### src/rtl/if_stage.sv
// if_stage: fetch stage with one-outstanding req/gnt/rvalid port and a credit-limited queue to decode.
// FETCH_MISALIGN_CHK_EN adds inst_misalign; a misaligned redirect yields one flagged NOP and halts fetch.
module if_stage #(
   parameter logic [63:0] PC_RESET    = 64'h0000_0000_8000_0000,
   parameter int          QUEUE_DEPTH = 2
) (
   input  logic        clk,
   input  logic        rst,
   input  logic        redirect_valid,
   input  logic [63:0] redirect_pc,
   output logic        imem_req,
   output logic [63:0] imem_addr,
   input  logic        imem_gnt,
   input  logic        imem_rvalid,
   input  logic [31:0] imem_rdata,
   output logic        inst_valid,
   output logic [31:0] inst,
   output logic [63:0] inst_addr,
`ifdef FETCH_MISALIGN_CHK_EN
   output logic        inst_misalign,
`endif
   input  logic        id_ready
);
   localparam int PW = $clog2(QUEUE_DEPTH);
   localparam logic [PW:0] DEPTH_C = (PW+1)'(QUEUE_DEPTH);
   typedef enum logic [1:0] {IDLE, REQ, WAIT, FLUSH} state_e;
   state_e        state_q, state_d;
   logic [63:0]   pc_q, pc_d;
   logic [PW-1:0] rd_q, rd_d, wr_q, wr_d, wa;
   logic [PW:0]   cnt_q, cnt_d;
   logic          halt_q, halt_d;
   logic [31:0]   inst_mem [QUEUE_DEPTH];
   logic [63:0]   addr_mem [QUEUE_DEPTH];
   logic          gnt_ok, push, pop, mis_redir, we;
   logic [31:0]   wd_inst;
   logic [63:0]   wd_addr;
`ifdef FETCH_MISALIGN_CHK_EN
   logic          mis_mem [QUEUE_DEPTH];
   assign mis_redir     = redirect_valid && (redirect_pc[1:0] != 2'b00);
   assign inst_misalign = inst_valid && mis_mem[rd_q];
`else
   assign mis_redir = 1'b0;
`endif
   assign imem_req   = (state_q == REQ) && !halt_q && (cnt_q < DEPTH_C);
   assign imem_addr  = pc_q;
   assign gnt_ok     = imem_req && imem_gnt;
   assign push       = (state_q == WAIT) && imem_rvalid;
   assign inst_valid = cnt_q != '0;
   assign pop        = inst_valid && id_ready;
   assign inst       = inst_valid ? inst_mem[rd_q] : 32'h0;
   assign inst_addr  = inst_valid ? addr_mem[rd_q] : 64'h0;
   always_comb begin
      state_d = state_q;
      pc_d    = pc_q;
      rd_d    = rd_q;
      wr_d    = wr_q;
      cnt_d   = cnt_q;
      halt_d  = halt_q;
      we      = 1'b0;
      wa      = wr_q;
      wd_inst = imem_rdata;
      wd_addr = pc_q - 64'd4;
      if (redirect_valid) begin
         // Any response still owed by memory belongs to the wrong path and must be swallowed in FLUSH.
         pc_d    = redirect_pc & ~64'd3;
         halt_d  = mis_redir;
         rd_d    = '0;
         wr_d    = PW'(mis_redir);
         cnt_d   = (PW+1)'(mis_redir);
         we      = mis_redir;
         wa      = '0;
         wd_inst = 32'h0000_0013;
         wd_addr = redirect_pc;
         state_d = (state_q == WAIT || state_q == FLUSH) ? (imem_rvalid ? REQ : FLUSH)
                                                          : (gnt_ok ? FLUSH : REQ);
      end else begin
         pc_d    = gnt_ok ? pc_q + 64'd4 : pc_q;
         we      = push;
         wr_d    = push ? wr_q + 1'b1 : wr_q;
         rd_d    = pop ? rd_q + 1'b1 : rd_q;
         cnt_d   = cnt_q + (PW+1)'(push) - (PW+1)'(pop);
         state_d = (state_q == IDLE) ? REQ :
                   (state_q == REQ)  ? (gnt_ok ? WAIT : REQ) :
                   imem_rvalid ? REQ : state_q;
      end
   end
   always_ff @(posedge clk or negedge rst) begin
      if (!rst) begin
         state_q <= IDLE;
         pc_q    <= PC_RESET;
         rd_q    <= '0;
         wr_q    <= '0;
         cnt_q   <= '0;
         halt_q  <= 1'b0;
      end else begin
         state_q <= state_d;
         pc_q    <= pc_d;
         rd_q    <= rd_d;
         wr_q    <= wr_d;
         cnt_q   <= cnt_d;
         halt_q  <= halt_d;
      end
   end
   always_ff @(posedge clk) begin
      if (we) begin
         inst_mem[wa] <= wd_inst;
         addr_mem[wa] <= wd_addr;
`ifdef FETCH_MISALIGN_CHK_EN
         mis_mem[wa]  <= mis_redir;
`endif
      end
   end
endmodule

### config.mk
export PLATFORM = sky130hd
export DESIGN_NAME = if_stage
export DESIGN_NICKNAME = d
export VERILOG_FILES = /design/src/rtl/if_stage.sv
export SDC_FILE = /design/constraint.sdc
export NUM_CORES = 1
export LEC_CHECK = 0
export BUFFER_PORTS_ARGS = -buffer_cell sky130_fd_sc_hd__buf_2
export CAP_MARGIN = 40
export CORE_MARGIN = 1
export CORE_UTILIZATION = 31
export CTS_CLUSTER_SIZE = 40
export DETAILED_ROUTE_END_ITERATION = 12
export PLACE_DENSITY_LB_ADDON = 0.1
export SLEW_MARGIN = 20
export SYNTH_ARGS = -nofsm -noshare
export SYNTH_HDL_FRONTEND = slang
export SYNTH_SLANG_ARGS = --single-unit
### constraint.sdc
create_clock -name clk -period 8.1 [get_ports clk]
set_input_delay 1.215 -clock clk [delete_from_list [all_inputs] [get_ports clk]]
set_output_delay 1.215 -clock clk [all_outputs]
set_load 0.005 [all_outputs]
==> metrics.md <==
| Metric | Value |
|---|---|
| Status | `completed` |
| Final Instance Area | `0.0166 mm²` |
| Clock Tree Root | `clkbuf_16` |
| Initial core utilization | `31.6%` |
| Core Area | `0.0434 mm²` |
| Clock share of power | `36.3%` |
| Placed cells | `2007` |
| Least-Margin Pin Slew | `851 ps` |
| GRT overflow | `0` |
| Gr usage total | `19.1%` |
| Number of synthesized flops with an enable pin | `192` |
| Register Area | `0.00747 mm²` |
| Final net count | `1566` |
| DR vias | `10500` |
| Worst r2r path cells | `8` |
| Crit path capture type | `output pin` |
| Yosys warns | `0` |
| Sw Pwr | `1.22 mW` |
| Port buffer count | `261` |
| TritonCTS clock tree | `done` |
| Number of buffers created by CTS | `34` |
| Number of hold buffers added after CTS | `0` |
| Netlist cell types | `50` |
| HP Start | `state_q[1]` |
| # H-tree levels | `2` |
| Area growth syn-to-layout | `21.4%` |
| Most frequent cell after synthesis | `edfxtp_1` |
| RR Startpoint | `imem_addr[2]` |
| Met2 WL | `19400 µm` |
| Synth Register Bits | `260` |
| Mapped Area | `0.0137 mm²` |
| Net Sw Frac | `30.7%` |
| Fillers | `4408` |
| Internal cell power | `2.77 mW` |
| Fin crit share | `47.6%` |
| Leading area contributor after synthesis | `edfxtp_1` |
| Routed met1 length | `20500 µm` |
| Final min period | `3850 ps` |
| Fmax | `260 MHz` |
| Worst clock skew | `19.8 ps` |
| Flop2flop setup slack | `4380 ps` |
| Initial DRT Pass Iterations | `7` |
| Max clock buf depth | `3` |
| Seq/Total Area, Yosys | `54.5%` |
| HP Class | `flip-flop to flip-flop` |
| Via/cell ratio | `5.09` |
| Setup TNS | `0 ps` |
| Initial antenna violation count | `1` |
| Power per cell area | `240 mW/mm²` |
| Crit start category | `flip-flop` |
| Critical path fanouts, max | `39` |
| Share of cells above drive strength 1 | `27.4%` |
| Logic gate share of total power | `23.0%` |
| DR iter-0 viols | `699` |
| Syn Area/Cell | `11.0 µm²` |
| CP startpoint | `rd_q` |
| Pin count of the biggest net entering global routing | `62` |
| Highest routed layer | `met5` |
| Final Max Slew Viols | `0` |
| Placer Congestion | `0.822` |
| Vias in the first global route | `10200` |
| Critical R2R Capture | `addr_mem[1][58]` |
| Number of max-cap violations | `0` |
| Fraction of registers with async set/reset | `26.2%` |
| Crit path DAT | `2640 ps` |
| Num rows | `76` |
| DP HPWL | `30100 µm` |
| Leak | `6.06 nW` |
| Final Non-Filler Cells | `2070` |
| Area of the die | `0.0450 mm²` |
| Most used DFF post-synth | `edfxtp_1` |
| Peak supply drop | `0.130 mV` |
| Mapped Cells | `1245` |
| CP Data Required Time | `6880 ps` |
| Avg WL per Cell | `21.0 µm` |
| Max-slew headroom | `42.7%` |
| Hold EP | `state_q[1]` |
| Worst skew pair latency | `530 ps` |
| Met3 routed WL | `2400 µm` |
| RSZ-0062 raised after global routing | `false` |
| Synth top area cells | `edfxtp_1 (42%), dfrtp_1 (12%), mux2i_1 (7.5%)` |
| WHS Path Cells | `2` |
| Clock transition at path regs | `50 ps` |
| Multi-input logic area | `0.00578 mm²` |
| Synth top cells by count | `edfxtp_1 (192), nor2_1 (167), mux2i_1 (102)` |
| Detail Route Antenna Nets | `0` |
| Placed cell area | `0.0156 mm²` |
| Critical Setup Path Class | `flip-flop to output pin` |
| Die X | `212 µm` |
| Final Setup Violations | `0` |
| Residual DRC | `0` |
| Setup Fix Bufs, Post-CTS | `0` |
| # IOs | `264` |
| Clk sink count | `260` |
| Endpoints failing hold | `0` |
| Sequential power share | `40.7%` |
| Post-synth top area share | `42.1%` |
| Final wirelength | `43400 µm` |
| Post-CTS resize count | `0` |
| First-pass GRT wire length | `64700 µm` |
| Die Y | `212 µm` |
-- state kept, by name, indices dropped and copies added (netlist names) --
register	flops
state_q	2
imem_addr	62
addr_mem	128
inst_mem	64
wr_q	1
cnt_q	2
rd_q	1
-- cell usage in the layout (no fill, tap or decap), types with 4 or more instances in the layout --
master,n
mux2_2,50
nand4_1,42
clkinv_1,8
nor4_1,47
or2_2,14
or4_1,22
or3_1,18
and3_1,10
clkbuf_1,8
a211oi_1,14
nand2b_1,15
clkbuf_16,35
buf_4,23
nor3_1,46
nand3_1,36
xnor2_1,39
a31oi_1,20
mux2i_1,102
o21a_1,5
a21oi_1,20
edfxtp_1,192
dfrtp_1,66
inv_1,14
o21ai_0,18
o31a_1,10
nor2b_1,32
and4_1,8
xor2_1,32
and2_1,6
o31ai_1,17
nor2_1,166
nand2_1,39
ha_1,4
buf_2,259
-- layout make-up --
class,instances,share of cell area (%)
sequential,260,44.9
multi-input combinational,863,34.8
timing repair buffer,286,9.22
clock buffer,44,5.53
tap,585,4.40
clock inverter,16,0.775
inverter,15,0.354
antenna,1,0.0150
-- per-layer routing --
| metal | vias up | GRT usage [%] |
|---|---|---|
| met4 | 2 | 6.70 |
| li1 | 5041 | - |
| met1 | 5146 | 26.9 |
| met5 | - | 0 |
| met2 | 278 | 29.1 |
| met3 | 65 | 3.84 |
-- logic make-up (layout without fill, tap and decap cells) --
group / after synthesis / count (layout) / share of synthesized area [%]
fa+ha+maj: 4 / 4 / 0.365
simple gates: 523 / 523 / 20.0
xor+xnor: 71 / 71 / 4.54
compound gates: 111 / 111 / 5.34
other cells: 1 / 3 / 0.0274
flops: 260 / 260 / 54.5
buf+inv: 123 / 361 / 3.59
mux: 152 / 152 / 11.6
-- critical path, cell delays in order (launching register included) --
cell	delay, ps
dfrtp_4	790
buf_4	690
mux2i_1	330
nor2_1	60
buf_2	150
-- metrics by stage --
step | power [mW] | utilization, % | hold slack [ps] | setup slack, ps
after detailed placement | 2.59 | 35.9 | 537 | 4400
after global placement | 2.56 | 35.8 | 547 | 4270
after global routing | 4.20 | 38.3 | 606 | 4100
final | 3.99 | 38.4 | 548 | 4250
after CTS | 4.06 | 38.3 | 558 | 4150
after floorplan | 2.15 | - | 497 | 2030
-- how the worst max path moves through the flow --
| stage | end | slack (ps) |
|---|---|---|
| 6_report | inst_addr[22] | 4250 |
| 5_1_grt | addr_mem[1][58] | 4100 |
| 4_1_cts | inst_addr[22] | 4150 |
| 3_5_place_dp | addr_mem[1][58] | 4400 |
| 3_3_place_gp | inst_addr[22] | 4270 |
| 2_1_floorplan | addr_mem[0][0] | 2030 |
-- power by group through the flow --
stage | registers [mW] | clock network [mW] | logic (mW)
6_report | 1.63 | 1.45 | 0.917
3_5_place_dp | 1.65 | 0 | 0.937
3_3_place_gp | 1.67 | 0 | 0.889
4_1_cts | 1.63 | 1.49 | 0.941
2_1_floorplan | 1.56 | 0 | 0.583
5_1_grt | 1.64 | 1.54 | 1.02
Power figures use the tool's default switching activity.
